<file path="src/rtl/button_debounce.sv">
`default_nettype none
// ============================================================================
// Module   : button_debounce
// Purpose  : Two-flop synchroniser plus independent per-channel debounce FSM
//            for raw push-button pins. Produces a clean level and one-cycle
//            press / release strobes in the clk domain.
// Options  : define BUTTON_DEBOUNCE_REPEAT_EN to add auto-repeat press
//            strobes while a button is held (REPEAT_DELAY, REPEAT_PERIOD).
// Note     : the release strobe port is named release_strobe because
//            'release' is a reserved word in SystemVerilog.
// Revision : 1.0 - initial release
// ============================================================================
module button_debounce #(
    parameter int N_BUTTONS       = 2,
    parameter int DEBOUNCE_CYCLES = 1000000,
    parameter int CNT_WIDTH       = 20,
    parameter int REPEAT_DELAY    = 50000000,
    parameter int REPEAT_PERIOD   = 10000000
) (
    input  logic                 clk,
    input  logic                 resetn,
    input  logic [N_BUTTONS-1:0] buttons,
    output logic [N_BUTTONS-1:0] level,
    output logic [N_BUTTONS-1:0] press,
    output logic [N_BUTTONS-1:0] release_strobe
);

    // Terminal count: the counter stops here, so it can never wrap.
    localparam logic [CNT_WIDTH-1:0] c_cnt_term = CNT_WIDTH'(DEBOUNCE_CYCLES - 1);

    localparam logic [1:0] c_st_stable_lo = 2'd0;
    localparam logic [1:0] c_st_check_hi  = 2'd1;
    localparam logic [1:0] c_st_stable_hi = 2'd2;
    localparam logic [1:0] c_st_check_lo  = 2'd3;

`ifdef BUTTON_DEBOUNCE_REPEAT_EN
    // The repeat counter is sized from the repeat constants themselves so the
    // long default delays fit regardless of the debounce counter width.
    localparam int c_rpt_max = (REPEAT_DELAY > REPEAT_PERIOD) ? REPEAT_DELAY : REPEAT_PERIOD;
    localparam int c_rpt_w   = (c_rpt_max > 1) ? $clog2(c_rpt_max) : 1;
    localparam logic [c_rpt_w-1:0] c_rpt_delay_term  = c_rpt_w'(REPEAT_DELAY - 1);
    localparam logic [c_rpt_w-1:0] c_rpt_period_term = c_rpt_w'(REPEAT_PERIOD - 1);
`endif

    logic [N_BUTTONS-1:0] r_s1;
    logic [N_BUTTONS-1:0] r_s2;

    // Two-flop synchroniser for the asynchronous button pins.
    always_ff @(posedge clk) begin
        if (!resetn) begin
            r_s1 <= '0;
            r_s2 <= '0;
        end else begin
            r_s1 <= buttons;
            r_s2 <= r_s1;
        end
    end

    for (genvar i = 0; i < N_BUTTONS; i++) begin : g_chan
        logic [1:0]           r_state;
        logic [CNT_WIDTH-1:0] r_cnt;
        logic                 r_level;
        logic                 r_press;
        logic                 r_release;
        logic                 w_rpt_fire;

`ifdef BUTTON_DEBOUNCE_REPEAT_EN
        logic [c_rpt_w-1:0] r_rpt;
        logic               r_rpt_phase;   // 0: waiting first delay, 1: periodic

        // Repeat strobe request: only while held in STABLE_HI.
        always_comb begin
            w_rpt_fire = 1'b0;
            if (r_state == c_st_stable_hi && r_s2[i]) begin
                w_rpt_fire = r_rpt_phase ? (r_rpt == c_rpt_period_term)
                                         : (r_rpt == c_rpt_delay_term);
            end
        end

        // Repeat counter: held clear outside STABLE_HI, so every entry
        // (initial press or bounce-back from CHECK_LO) restarts the delay.
        always_ff @(posedge clk) begin
            if (!resetn || r_state != c_st_stable_hi || !r_s2[i]) begin
                r_rpt       <= '0;
                r_rpt_phase <= 1'b0;
            end else if (w_rpt_fire) begin
                r_rpt       <= '0;
                r_rpt_phase <= 1'b1;
            end else begin
                r_rpt       <= r_rpt + c_rpt_w'(1);
            end
        end
`else
        assign w_rpt_fire = 1'b0;
`endif

        // Debounce FSM with registered level and strobes.
        always_ff @(posedge clk) begin
            if (!resetn) begin
                r_state   <= c_st_stable_lo;
                r_cnt     <= '0;
                r_level   <= 1'b0;
                r_press   <= 1'b0;
                r_release <= 1'b0;
            end else begin
                r_press   <= w_rpt_fire;
                r_release <= 1'b0;
                case (r_state)
                    c_st_stable_lo: begin
                        if (r_s2[i]) begin
                            r_state <= c_st_check_hi;
                            r_cnt   <= '0;
                        end
                    end
                    c_st_check_hi: begin
                        if (!r_s2[i]) begin
                            r_state <= c_st_stable_lo;
                            r_cnt   <= '0;
                        end else if (r_cnt == c_cnt_term) begin
                            r_state <= c_st_stable_hi;
                            r_cnt   <= '0;
                            r_level <= 1'b1;
                            r_press <= 1'b1;
                        end else begin
                            r_cnt   <= r_cnt + CNT_WIDTH'(1);
                        end
                    end
                    c_st_stable_hi: begin
                        if (!r_s2[i]) begin
                            r_state <= c_st_check_lo;
                            r_cnt   <= '0;
                        end
                    end
                    c_st_check_lo: begin
                        if (r_s2[i]) begin
                            r_state <= c_st_stable_hi;
                            r_cnt   <= '0;
                        end else if (r_cnt == c_cnt_term) begin
                            r_state   <= c_st_stable_lo;
                            r_cnt     <= '0;
                            r_level   <= 1'b0;
                            r_release <= 1'b1;
                        end else begin
                            r_cnt     <= r_cnt + CNT_WIDTH'(1);
                        end
                    end
                    default: begin
                        r_state <= c_st_stable_lo;
                        r_cnt   <= '0;
                    end
                endcase
            end
        end

        assign level[i]          = r_level;
        assign press[i]          = r_press;
        assign release_strobe[i] = r_release;
    end

endmodule
`default_nettype wire

</file>
<file path="config.mk">
export PLATFORM = sky130hd
export DESIGN_NAME = button_debounce
export DESIGN_NICKNAME = d
export VERILOG_FILES = /design/src/rtl/button_debounce.sv
export SDC_FILE = /design/constraint.sdc
export NUM_CORES = 1
export LEC_CHECK = 0
export ABC_AREA = 1
export CAP_MARGIN = 10
export CELL_PAD_IN_SITES_DETAIL_PLACEMENT = 1
export CELL_PAD_IN_SITES_GLOBAL_PLACEMENT = 1
export CORE_UTILIZATION = 43
export DETAILED_ROUTE_END_ITERATION = 6
export GPL_TIMING_DRIVEN = 0
export PLACE_DENSITY = 0.87
export SETUP_SLACK_MARGIN = 0.1
export SKIP_LAST_GASP = 1
export SLEW_MARGIN = 20
export SYNTH_ARGS = -nofsm -noshare
export SYNTH_HDL_FRONTEND = slang
export SYNTH_SLANG_ARGS = --single-unit
</file>
<file path="constraint.sdc">
create_clock -name clk -period 1.7 [get_ports clk]
set_input_delay 0.17 -clock clk [delete_from_list [all_inputs] [get_ports clk]]
set_output_delay 0.17 -clock clk [all_outputs]
set_load 0.02 [all_outputs]
</file>
Word-level counts from Yosys, hierarchy flattened

Cells that the tools add are included.

Output and inout bits: 6
Bits of input ports: 4
Logic and storage cells: 93
Register bits: 54

Bitwise logic cells: 3
Add/sub/neg operators: 2
Multiplexer cells: 38
Eq/ne operators: 24
Reductions and logical operators: 14

Operators with widths:

| operator                                                              | number |
|---|---|
| 20-bit 2-to-1 mux                                                     | 10 |
| 20-bit one-hot mux with 4 select lines                                | 2 |
| 20-bit by 1-bit adder with 20-bit output, second input constant       | 2 |
| 20-bit equality test, second input constant                           | 2 |
| 2-bit 2-to-1 mux                                                      | 12 |
| 2-bit inequality test, second input constant                          | 12 |
| 2-bit one-hot mux with 4 select lines                                 | 2 |
| 3-bit inequality test, second input constant                          | 4 |
| 1-bit 2-to-1 mux                                                      | 10 |
| 5-bit AND reduction                                                   | 2 |
| 2-bit equality test, second input constant                            | 4 |
| 4-bit AND reduction                                                   | 2 |
| 3-bit AND reduction                                                   | 2 |
| 3-bit OR reduction                                                    | 2 |
| 2-bit by 1-bit equality test with 1-bit output, second input constant | 2 |
| 2-bit zero test                                                       | 2 |
| 1-bit one-hot mux with 2 select lines                                 | 2 |
| 2-bit AND reduction                                                   | 2 |
| 2-bit nonzero test                                                    | 2 |
| 1-bit NOT                                                             | 3 |

Longest topological paths before layout

Gate-level depths: netlist (run 1).

Word-level depth: 4
Mapped depth: 11
Depth with buffers taken out: 10

Worst setup path after synthesis (run 1)

Ideal clock, no wire load.

Path type: register -> register
From: register g_chan[0].r_cnt[0]
To: register g_chan[0].r_cnt[0]
Setup slack: 0.204 ns
Required time: 1.585 ns
Cell stages (with the launch flop): 9
Buffers on the path: 1
Setup time: 0.115 ns
Clock period less this slack: 1.496 ns
Data arrival time: 1.381 ns
Cell sequence: dfxtp_1 > ha_1 > nand3_2 > nor2_4 > nand3_2 > nor2_4 > nor2_4 > buf_6 > o21a_1

Cells in the longest elaborated chain, start to end: 4
Elaborated cells on any way between the ends: 6
Classes of those cells: 1 x add/sub; 1 x eq/ne; 4 x mux

Ends and longest elaborated chain:

| what                                                                             | RTL line | source |
|---|---|---|
| from (decl)                                                                      | 61       | `logic [CNT_WIDTH-1:0] r_cnt;` |
| from (signal assigned)                                                           | 125      | `r_cnt <= r_cnt + CNT_WIDTH'(1);` |
| from (signal assigned)                                                           | 144      | `r_cnt <= r_cnt + CNT_WIDTH'(1);` |
| 20-bit by 1-bit adder with 20-bit output or 20-bit equality test (tied branches) | -        |  |
| 20-bit 2-to-1 mux (*)                                                            | 119, 138 |  |
| 20-bit 2-to-1 mux, on equally long branches                                      | 135, 116 |  |
| 20-bit one-hot mux with 4 select lines (*)                                       | 108      | `case (r_state)` |

Every way passes the cells marked *; elsewhere a longest branch is shown, timed or not.
A chain may end at the register's enable or synchronous reset.

Final worst setup path (run 1)

From: register g_chan[0].r_cnt[1]
To: register g_chan[0].r_cnt[0]

Cells in the longest elaborated chain, start to end: 4
Elaborated cells on any way between the ends: 5
Classes of those cells: 1 x eq/ne; 4 x mux

Ends and longest elaborated chain:

| what                                        | RTL line |
|---|---|
| 20-bit equality test (*)                    | 119, 138 |
| 20-bit 2-to-1 mux (*)                       | 119, 138 |
| 20-bit 2-to-1 mux, on equally long branches | 135, 116 |
| 20-bit one-hot mux with 4 select lines (*)  | 108 |

Marked as above.

==> impl_metrics.env, run 1 <==
export IMPL_status="finished, final reports clean"
export IMPL_power_density_nw_per_um2=596.9
export IMPL_nNetsFinal=526
export IMPL_fp_row_count=30
export IMPL_root_buffer="clkbuf_8"
export IMPL_diodes=0
export IMPL_worstPathRequired_ns=1.91
export IMPL_gp_congestion=0.8398
export IMPL_final_setup_skew_ns=0.005846
export IMPL_first_pass_iters=4
export IMPL_chipHeight_um=86.83
export IMPL_p_leak_uw=0.001446
export IMPL_cts_path_max_buffers=2
export IMPL_worstPathArrival_ns=1.79
export IMPL_start_kind="register"
export IMPL_synth_cell_types=29
export IMPL_relSlewSlack_pct=52.95
export IMPL_power_uw=2211
export IMPL_vias_per_cell=5.263
export IMPL_syn_inst=489
export IMPL_most_common_layout_cells="nand2_1 (141), inv_1 (62), nor2_1 (46)"
export IMPL_core_um2=6869
export IMPL_ios=10
export IMPL_postRouteAntennaNets=0
export IMPL_antenna_found_initial=0
export IMPL_port_buffers=9
export IMPL_min_period_ns=1.582
export IMPL_drt_total_wl_um=9362
export IMPL_final_common_cell="nand2_1"
export IMPL_min_path_type="primary input to register"
export IMPL_fin_area_um2=3705
export IMPL_min_from="buttons[0]"
export IMPL_clkLatencyLatePin_ns=0.31
export IMPL_crit_top_cell="nor2_4"
export IMPL_cts_buffers=5
export IMPL_yosysSeqAreaShare_pct=34.94
export IMPL_cpPeakStageDelay_ns=0.36
export IMPL_hold_viol_final=0
export IMPL_first_global_vias=3102
export IMPL_critPathMaxFanout=8
export IMPL_rsz0062_at_grt="yes"
export IMPL_clk_pin_slew_ns=0.11
export IMPL_avgSynthCellArea_um2=6.328
export IMPL_drv_slew=0
export IMPL_synth_net_count=495
export IMPL_end_kind="register"
export IMPL_vias=3247
export IMPL_worstPathCellList="ha_4 > nand3_4 > nor2_4 > nand3_2 > nor2_4 > nor2_4 > buf_6 > o21a_1"
export IMPL_clock_fmax_ghz=0.6320
export IMPL_yosysWarnings=0
export IMPL_cts_tree="yes"
export IMPL_r2r_start="g_chan[0].r_cnt[1]$_SDFFE_PN0P_"
export IMPL_start_util_pct=45.05
export IMPL_grt_pass1_wl_um=14840
export IMPL_die_w_um=86.83
export IMPL_grtUsageTotal_pct=25.18
export IMPL_cts_htree_levels=2
export IMPL_wl_per_cell_um=15.17
export IMPL_dpl_hpwl_um=6354
export IMPL_crit_start="g_chan[0].r_cnt[1]$_SDFFE_PN0P_"
export IMPL_synth_seq_cells=54
export IMPL_layout_drive_gt1_share_pct=19.96
export IMPL_drcViolationCount=0
export IMPL_synthesis_area_um2=3094
export IMPL_slowest_stage="dfxtp_2"
export IMPL_finalCritPeriodShare_pct=93.08
export IMPL_worst_pin_slew_ns=0.7058
export IMPL_area_growth_syn_to_layout_pct=19.73
export IMPL_cap_violations=0
export IMPL_dieArea_um2=7539
export IMPL_post_dp_cell_area_um2=3304
export IMPL_cts_sinks=54
export IMPL_drtIter0Drc=130
export IMPL_gr_total_overflow=0
export IMPL_setup_violations=0
export IMPL_critPathKind="register to register"
export IMPL_vdd_ir_drop_max_uv=304.2
export IMPL_grt_max_degree=18
## critical path, delay by kind of cell, from the launching register on
family	cells	cell delay (ns)
adder cells (fa/ha/maj)	1	0.16
flip-flops	1	0.36
buffers and inverters	1	0.13
AND/OR/NAND/NOR	5	0.65
AO/OA/AOI/OAI	1	0.17
## synth_stat cells
| cell | count | area (µm²) |
|---|---|---|
| nor2_1 | 55 | 206.5 |
| buf_4 | 7 | 52.55 |
| nor2_4 | 6 | 67.56 |
| dfxtp_1 | 54 | 1081 |
| o21bai_1 | 3 | 22.52 |
| or2_1 | 2 | 12.51 |
| buf_6 | 2 | 22.52 |
| o21ai_2 | 1 | 8.760 |
| nor3_1 | 8 | 40.04 |
| nand3_1 | 36 | 180.2 |
| clkbuf_1 | 5 | 18.77 |
| nand4_1 | 12 | 75.07 |
| inv_2 | 3 | 11.26 |
| or2_2 | 1 | 6.260 |
| o22ai_1 | 1 | 6.260 |
| o21a_1 | 1 | 7.510 |
| nand2_2 | 3 | 18.77 |
| buf_2 | 4 | 20.02 |
| ha_1 | 2 | 25.02 |
| nand2_1 | 147 | 551.8 |
| a21oi_1 | 36 | 180.2 |
| nor3b_1 | 2 | 15.01 |
| inv_1 | 63 | 236.5 |
| xnor2_1 | 2 | 17.52 |
| nand3_2 | 2 | 20.02 |
| xor2_1 | 4 | 35.03 |
| o21ai_0 | 23 | 115.1 |
| nor2_2 | 3 | 18.77 |
| nand4_4 | 1 | 21.27 |
## layer usage
| metal | track usage (%) | wire length (µm) | vias up |
|---|---|---|---|
| met1 | 33.22 | 4373 | 1569 |
| li1 | - | - | 1612 |
| met2 | 43.66 | 4566 | 55 |
| met4 | 5.303 | 116 | 0 |
| met3 | 3.429 | 305 | 11 |
| met5 | 0 | 0 | - |
## path summary, 6_finish.rpt
path	cells past startpoint	slack, ns	to
worst max-delay path	8	0.12	g_chan[0].r_cnt[0]$_SDFFE_PN0P_
worst min-delay path	3	0.38	r_s1[0]$_SDFF_PN0_
worst max register to register	8	0.12	g_chan[0].r_cnt[0]$_SDFFE_PN0P_
worst min register to register	2	0.44	r_s2[0]$_SDFF_PN0_
## logic make-up after synthesis
| group | after synthesis | share of synthesized area (%) |
|---|---|---|
| DFF | 54 | 34.94 |
| buffers and inverters | 84 | 11.69 |
| adders and majority gates | 2 | 0.8086 |
| and+or+nand+nor | 278 | 39.87 |
| xor gates and xnor gates | 6 | 1.698 |
| AOI/OAI and AO/OA | 65 | 11.00 |
## power breakdown
group / internal [µW] / total (µW) / switching [µW] / leakage (µW)
clock network: 291 / 752 / 460 / 0.0000441
registers: 1270 / 1280 / 10.1 / 0.000446
logic: 50.6 / 176 / 125 / 0.000956
total: 1620 / 2210 / 596 / 0.00145
## registers in the layout (all words and copies together) (netlist names), named ones only
name / count
r_s2: 2
g_chan.r_release: 2
g_chan.r_press: 2
r_s1: 2
g_chan.r_level: 2
g_chan.r_state: 2
g_chan.r_cnt: 40
## layout make-up
type | count | area, µm²
repair buffers | 24 | 206.4
flip-flops and latches | 54 | 1110
fillers | 939 | 3164
clock inverters | 3 | 21.27
plain buffers | 18 | 125.1
clock buffers | 5 | 68.82
multi-input cells | 351 | 1803
well taps | 96 | 120.1
inverters | 66 | 250.2
## through the flow
stage / setup WS [ns] / hold slack [ns] / std cells / setup TNS, ns / util, %
floorplan: 0.2044 / 0.2676 / 489 / 0 / -
global placement: -0.1338 / 0.4053 / 594 / -0.9714 / 48.11
detailed placement: -0.1440 / 0.4311 / 594 / -1.510 / 48.11
CTS: 0.1000 / 0.3749 / 609 / 0 / 50.89
global route: 0.02036 / 0.3905 / 617 / 0 / 53.93
finish: 0.1176 / 0.3805 / 617 / 0 / 53.93
## what timing repair did
action                     in CTS  in global routing
pin swaps                       3                 13
gates cloned                    0                  2
setup buffers                   7                  6
gates resized for setup        15                 59
setup endpoints to repair      36                 41
hold buffers                    0                  0
Power figures use the tool's default switching activity.
==> run 2, diff against run 1 <==
--- a/config.mk
+++ b/config.mk
@@ -13,7 +13,6 @@
 export DETAILED_ROUTE_END_ITERATION = 6
 export GPL_TIMING_DRIVEN = 0
 export PLACE_DENSITY = 0.87
-export SETUP_SLACK_MARGIN = 0.1
 export SKIP_LAST_GASP = 1
 export SLEW_MARGIN = 20
 export SYNTH_ARGS = -nofsm -noshare
==> run 2 against run 1 <==
  * Via count fell by 2.3%
  * Critical path depth increased by 1
  * Combinational power decreased by 7%
  * Clock skew increased by 0.0021 ns
  * Core utilization decreased by 2.6 points
  * Critical path type unchanged
  * Largest power group unchanged
==> impl_metrics.env, run 2 (synthesis results as in run 1) <==
export IMPL_chipHeight_um=86.83
export IMPL_clkLatencyLatePin_ns=0.31
export IMPL_ios=10
export IMPL_start_util_pct=45.05
export IMPL_cts_hold_buf=0
export IMPL_critPathKind="register to register"
export IMPL_first_pass_iters=4
export IMPL_drtIter0Drc=124
export IMPL_drv_slew=0
export IMPL_most_common_layout_cells="nand2_1 (143), inv_1 (63), nor2_1 (49)"
export IMPL_setup_violations=0
export IMPL_vias=3173
export IMPL_crit_start="g_chan[1].r_cnt[0]$_SDFFE_PN0P_"
export IMPL_min_path_type="primary input to register"
export IMPL_worstPathRequired_ns=1.87
export IMPL_holdWs_ns=0.3773
export IMPL_regArea_um2=1094
export IMPL_largest_reg_flops=40
export IMPL_cts_htree_levels=2
export IMPL_layout_drive_gt1_share_pct=13.67
export IMPL_worstRegToRegCells=9
export IMPL_status="finished, final reports clean"
export IMPL_clk_pin_slew_ns=0.11
export IMPL_postRouteAntennaNets=0
export IMPL_min_period_ns=1.622
export IMPL_cts_path_max_buffers=2
export IMPL_vias_per_cell=5.219
export IMPL_cts_buffers=5
export IMPL_dp_worst_setup_slack_ns=-0.1440
export IMPL_cts_tree="yes"
export IMPL_final_common_cell="nand2_1"
export IMPL_nNetsFinal=517
export IMPL_critPathMaxFanout=10
export IMPL_r2r_end="g_chan[1].r_cnt[15]$_SDFFE_PN0P_"
export IMPL_hold_viol_final=0
export IMPL_area_growth_syn_to_layout_pct=13.91
export IMPL_end_kind="register"
export IMPL_drt_total_wl_um=8814
export IMPL_timing_reg2reg_setup_slack_ns=0.08
export IMPL_rsz0062_at_grt="yes"
export IMPL_cts_sinks=54
export IMPL_r2r_start="g_chan[1].r_cnt[0]$_SDFFE_PN0P_"
export IMPL_grt_pass1_wl_um=14600
export IMPL_relSlewSlack_pct=56.33
export IMPL_die_w_um=86.83
export IMPL_clock_fmax_ghz=0.6164
export IMPL_dpl_hpwl_um=6354
export IMPL_gr_total_overflow=0
export IMPL_vdd_ir_drop_max_uv=312.8
export IMPL_post_dp_cell_area_um2=3304
export IMPL_fp_row_count=30
export IMPL_finalCritPeriodShare_pct=95.43
export IMPL_wl_per_cell_um=14.50
export IMPL_antenna_found_initial=0
export IMPL_port_buffers=9
export IMPL_fin_area_um2=3525
export IMPL_fin_ws_ns=0.07777
export IMPL_root_buffer="clkbuf_8"
export IMPL_start_kind="register"
export IMPL_grt_max_degree=18
export IMPL_cp_endpoint="g_chan[1].r_cnt[15]$_SDFFE_PN0P_"
export IMPL_diodes=0
export IMPL_first_global_vias=3070
export IMPL_dieArea_um2=7539
export IMPL_worst_pin_slew_ns=0.6551
export IMPL_final_util_pct=51.31
export IMPL_core_um2=6869
export IMPL_final_setup_skew_ns=0.007944
export IMPL_multi_input_area_um2=1719
export IMPL_cap_violations=0
export IMPL_power_density_nw_per_um2=625.8
export IMPL_gp_congestion=0.8398
export IMPL_p_leak_uw=0.001371
export IMPL_fillers=962
export IMPL_grtUsageTotal_pct=24.81
export IMPL_largest_register="g_chan.r_cnt"
export IMPL_drcViolationCount=0
export IMPL_worstPathArrival_ns=1.79
==> run 2: power breakdown <==
group          switching (µW)  total [µW]  internal (µW)
registers                10.2        1290           1280
clock network             464         755            291
logic                     119         164           45.1
total                     594        2210           1610
==> run 2: layer usage <==
layer | share of wire, % | track usage, % | up-vias | wire, µm
met5 | 0 | 0 | - | 0
met4 | 0.77 | 5.303 | 0 | 68
met3 | 2.6 | 3.429 | 4 | 233
met2 | 48 | 42.73 | 36 | 4232
met1 | 49 | 32.92 | 1544 | 4281
li1 | - | - | 1589 | -
==> run 2: stage by stage <==
| step | TNS, ns | power, µW | cells |
|---|---|---|---|
| 3_3_place_gp | -0.9714 | 1470 | 594 |
| 2_1_floorplan | 0 | 1415 | 489 |
| 4_1_cts | 0 | 2225 | 606 |
| 5_1_grt | -0.09924 | 2298 | 608 |
| 3_5_place_dp | -1.510 | 1477 | 594 |
| 6_report | 0 | 2206 | 608 |
==> run 2: worst min path at each step <==
| stage | start | to | slack [ns] | depth (start not counted) |
|---|---|---|---|---|
| 2_1_floorplan | buttons[0] | r_s1[0]$_SDFF_PN0_ | 0.27 | 2 |
| 3_3_place_gp | r_s1[1]$_SDFF_PN0_ | r_s2[1]$_SDFF_PN0_ | 0.41 | 2 |
| 3_5_place_dp | r_s1[1]$_SDFF_PN0_ | r_s2[1]$_SDFF_PN0_ | 0.43 | 2 |
| 4_1_cts | buttons[1] | r_s1[1]$_SDFF_PN0_ | 0.37 | 3 |
| 5_1_grt | buttons[1] | r_s1[1]$_SDFF_PN0_ | 0.40 | 3 |
| 6_report | buttons[0] | r_s1[0]$_SDFF_PN0_ | 0.38 | 3 |
==> run 2: cell type report <==
class | count | area share [%]
Sequential cell | 54 | 31.03
Multi-Input combinational cell | 351 | 48.78
Clock buffer | 5 | 1.952
Timing Repair Buffer | 15 | 3.834
Inverter | 66 | 7.029
Buffer | 18 | 3.372
Clock inverter | 3 | 0.6035
Tap cell | 96 | 3.408
==> run 2: repair_timing <==
| action | in CTS | in global routing |
|---|---|---|
| buffers inserted | 4 | 2 |
| resized for setup | 7 | 23 |
| pin swaps | 2 | 4 |
| setup endpoints to repair | 21 | 36 |
==> run 2: critical path: stages, from the launching register on <==
cell     delay, ns
dfxtp_2       0.35
ha_2          0.18
nand2_2       0.08
nor2_4        0.23
nand3_2       0.10
nor2_2        0.16
nor2_4        0.07
buf_6         0.15
nand3_1       0.09
a21oi_1       0.08
==> run 3, diff against run 2 <==
--- a/config.mk
+++ b/config.mk
@@ -5,14 +5,13 @@
 export SDC_FILE = /design/constraint.sdc
 export NUM_CORES = 1
 export LEC_CHECK = 0
-export ABC_AREA = 1
 export CAP_MARGIN = 10
 export CELL_PAD_IN_SITES_DETAIL_PLACEMENT = 1
 export CELL_PAD_IN_SITES_GLOBAL_PLACEMENT = 1
-export CORE_UTILIZATION = 43
+export CORE_UTILIZATION = 46
 export DETAILED_ROUTE_END_ITERATION = 6
 export GPL_TIMING_DRIVEN = 0
-export PLACE_DENSITY = 0.87
+export PLACE_DENSITY = 0.86
 export SKIP_LAST_GASP = 1
 export SLEW_MARGIN = 20
 export SYNTH_ARGS = -nofsm -noshare
==> run 3 against run 2 <==
  * The run now ends with setup timing left
  * Core utilization increased by 17 points
  * Sequential power about the same
  * Clock power increased by 23%
  * Critical path depth decreased by 4
  * Final cell count decreased by 30%
  * Synthesized cell count decreased by 37%
  * Critical path type unchanged
  * Largest power group unchanged
==> impl_metrics.env, run 3 <==
export IMPL_synth_async_reset_ratio_pct=0
export IMPL_fillers=582
export IMPL_p_leak_uw=0.001369
export IMPL_stdcell_count=427
export IMPL_final_common_cell="dfxtp_1"
export IMPL_min_path_type="register to register"
export IMPL_synth_cell_types=43
export IMPL_cap_violations=0
export IMPL_most_common_layout_cells="dfxtp_1 (40), nand2_1 (30), buf_4 (24)"
export IMPL_critPathKind="register to register"
export IMPL_antenna_found_initial=0
export IMPL_synthMuxAreaShare_pct=2.665
export IMPL_yosysMostFrequentCell="dfxtp_1"
export IMPL_r2r_end="g_chan[1].r_cnt[19]$_SDFFE_PN0P_"
export IMPL_postRouteAntennaNets=0
export IMPL_relSlewSlack_pct=61.06
export IMPL_critPathMaxFanout=7
export IMPL_multi_input_area_um2=1844
export IMPL_clkLatencyLatePin_ns=0.34
export IMPL_end_kind="register"
export IMPL_power_density_nw_per_um2=621.3
export IMPL_dpl_hpwl_um=4709
export IMPL_synthFlopType="dfxtp_1"
export IMPL_worst_pin_slew_ns=0.5841
export IMPL_dr_wl_met2_um=5950
export IMPL_vdd_ir_drop_max_uv=596.4
export IMPL_clk_pin_slew_ns=0.11
export IMPL_cts_sinks=54
export IMPL_synth_area_top_cells="dfxtp_1 (41%), nand2_1 (4.9%), a31oi_1 (4.8%), a22o_1 (3.3%), nand3_1 (3.2%)"
export IMPL_clock_fmax_ghz=0.4108
export IMPL_finalCritPeriodShare_pct=143.2
export IMPL_dp_worst_setup_slack_ns=-0.7379
export IMPL_drt_total_wl_um=12550
export IMPL_yosysWarnings=0
export IMPL_cts_path_max_buffers=2
export IMPL_fin_ws_ns=-0.7342
export IMPL_hold_viol_final=0
export IMPL_crit_top_cell="nand4_1"
export IMPL_vias=3034
export IMPL_holdPathStages=1
export IMPL_cpPeakStageDelay_ns=0.61
export IMPL_worstPathCellList="nand4_1 > nor2_4 > nand4_1 > or4_4 > nand3_4"
export IMPL_die_w_um=77.60
export IMPL_min_from="r_s1[1]$_SDFF_PN0_"
export IMPL_worstPathArrival_ns=2.72
export IMPL_nNetsFinal=360
export IMPL_dr_max_layer_used="met4"
export IMPL_violations="setup timing"
export IMPL_cts_tree="yes"
export IMPL_syn_inst=307
export IMPL_power_uw=2341
export IMPL_dp_cells=388
export IMPL_timing_reg2reg_setup_slack_ns=-0.73
export IMPL_wl_met3_um=1022
export IMPL_fp_row_count=27
export IMPL_synth_net_count=313
export IMPL_wl_met1_um=4784
export IMPL_crit_family="simple AND/OR/NAND/NOR gates"
export IMPL_layout_drive_gt1_share_pct=36.62
export IMPL_worst_path_buf_inv=0
export IMPL_area_growth_syn_to_layout_pct=43.31
export IMPL_start_util_pct=47.74
export IMPL_synth_top_family_by_area="simple AND/OR/NAND/NOR gates"
export IMPL_ios=10
export IMPL_regArea_um2=1106
export IMPL_synthesis_area_um2=2629
export IMPL_gp_congestion=0.8567
export IMPL_gr_total_overflow=0
export IMPL_start_kind="register"
export IMPL_largest_reg_flops=40
export IMPL_chipHeight_um=77.60
export IMPL_core_um2=5507
export IMPL_final_util_pct=68.42
export IMPL_root_buffer="clkbuf_8"
export IMPL_worstPathRequired_ns=1.98
export IMPL_first_global_vias=2936
export IMPL_drcViolationCount=0
export IMPL_status="finished with violations"
export IMPL_holdWs_ns=0.4693
export IMPL_grtUsageTotal_pct=37.16
export IMPL_wl_per_cell_um=29.38
export IMPL_setup_violations=50
export IMPL_grt_max_degree=17
export IMPL_diodes=0
export IMPL_final_setup_skew_ns=0.01412
export IMPL_yosys_top_cells_count="dfxtp_1 (54), nand2_1 (34), a31oi_1 (20)"
export IMPL_slowest_stage="dfxtp_1"
export IMPL_synth_xor_area_share_pct=4.331
export IMPL_port_buffers=9
export IMPL_vias_per_cell=7.105
export IMPL_min_period_ns=2.434
export IMPL_drtIter0Drc=293
export IMPL_dieArea_um2=6021
export IMPL_cts_buffers=5
export IMPL_synth_seq_cells=54
export IMPL_synth_fa_ha_area_share_pct=0.9519
export IMPL_synth_top_area_share_pct=41.12
export IMPL_synth_compound_area_share_pct=19.09
export IMPL_cts_htree_levels=2
export IMPL_first_pass_iters=5
export IMPL_largest_register="g_chan.r_cnt"
export IMPL_synth_enable_flop_cells=0
export IMPL_rsz0062_at_grt="yes"
export IMPL_yosysSeqAreaShare_pct=41.12
export IMPL_drv_slew=0
export IMPL_avgSynthCellArea_um2=8.563
export IMPL_cts_hold_buf=0
export IMPL_synth_largest_area_cell="dfxtp_1"
export IMPL_grt_pass1_wl_um=16910
export IMPL_hold_end="r_s2[1]$_SDFF_PN0_"
export IMPL_worstRegToRegCells=5
export IMPL_r2r_start="g_chan[1].r_cnt[2]$_SDFFE_PN0P_"
export IMPL_synth_simple_area_share_pct=27.32
[run 3: kinds of logic after synthesis]
group,Yosys count
AND/OR/NAND/NOR,135
AO/OA/AOI/OAI,71
buffers and inverters,25
adder cells (fa/ha/maj),2
XOR/XNOR,13
flip-flops,54
multiplexers,7
[run 3: what timing repair did]
item | 4_1_cts | 5_1_grt
buffers inserted | 25 | 9
endpoints found under the setup margin | 50 | 50
gates resized for setup | 65 | 53
pin swaps | 25 | 17
cloned | 5 | 0
[run 3: power breakdown]
part / switching, µW / internal, µW / leakage, µW
clock network: 488 / 441 / 0.0000514
registers: 14.5 / 1270 / 0.000444
logic: 79.0 / 48.4 / 0.000873
total: 582 / 1760 / 0.00137
[run 3: worst max path at each step]
| stage | from | endpoint | cells after the start |
|---|---|---|---|
| after floorplan | g_chan[1].r_cnt[13]$_SDFFE_PN0P_ | g_chan[1].r_cnt[13]$_SDFFE_PN0P_ | 5 |
| after global placement | g_chan[1].r_cnt[0]$_SDFFE_PN0P_ | g_chan[1].r_cnt[13]$_SDFFE_PN0P_ | 6 |
| after detailed placement | g_chan[1].r_cnt[1]$_SDFFE_PN0P_ | g_chan[1].r_cnt[13]$_SDFFE_PN0P_ | 6 |
| after CTS | g_chan[1].r_cnt[13]$_SDFFE_PN0P_ | g_chan[1].r_cnt[13]$_SDFFE_PN0P_ | 6 |
| after global routing | g_chan[1].r_cnt[2]$_SDFFE_PN0P_ | g_chan[1].r_cnt[19]$_SDFFE_PN0P_ | 5 |
| final | g_chan[1].r_cnt[2]$_SDFFE_PN0P_ | g_chan[1].r_cnt[19]$_SDFFE_PN0P_ | 5 |
[run 3: through the flow]
| step | setup TNS [ns] | area (µm²) |
|---|---|---|
| after floorplan | -8.348 | 2706 |
| after global placement | -19.75 | 2887 |
| after detailed placement | -22.98 | 2887 |
| after CTS | -10.71 | 3492 |
| after global routing | -22.04 | 3767 |
| final | -21.00 | 3767 |
[run 3: metal layers]
layer	track usage, %	vias to the layer above
li1	-	1227
met1	44.57	1492
met2	64.16	225
met3	7.176	90
met4	16.23	0
met5	0	-
[run 3: layout make-up]
class / instances / share of cell area [%]
multi-input cells: 228 / 48.95
flip-flops and latches: 54 / 29.36
repair buffers: 42 / 11.49
plain buffers: 17 / 4.284
well taps: 72 / 2.391
clock buffers: 6 / 1.926
clock inverters: 2 / 0.9963
inverters: 6 / 0.5978
[run 3: worst register-to-register path, stage by stage (launching register included)]
cell and delay, ns:
dfxtp_1 0.61, nand4_1 0.42, nor2_4 0.37, nand4_1 0.29, or4_4 0.59, nand3_4 0.09
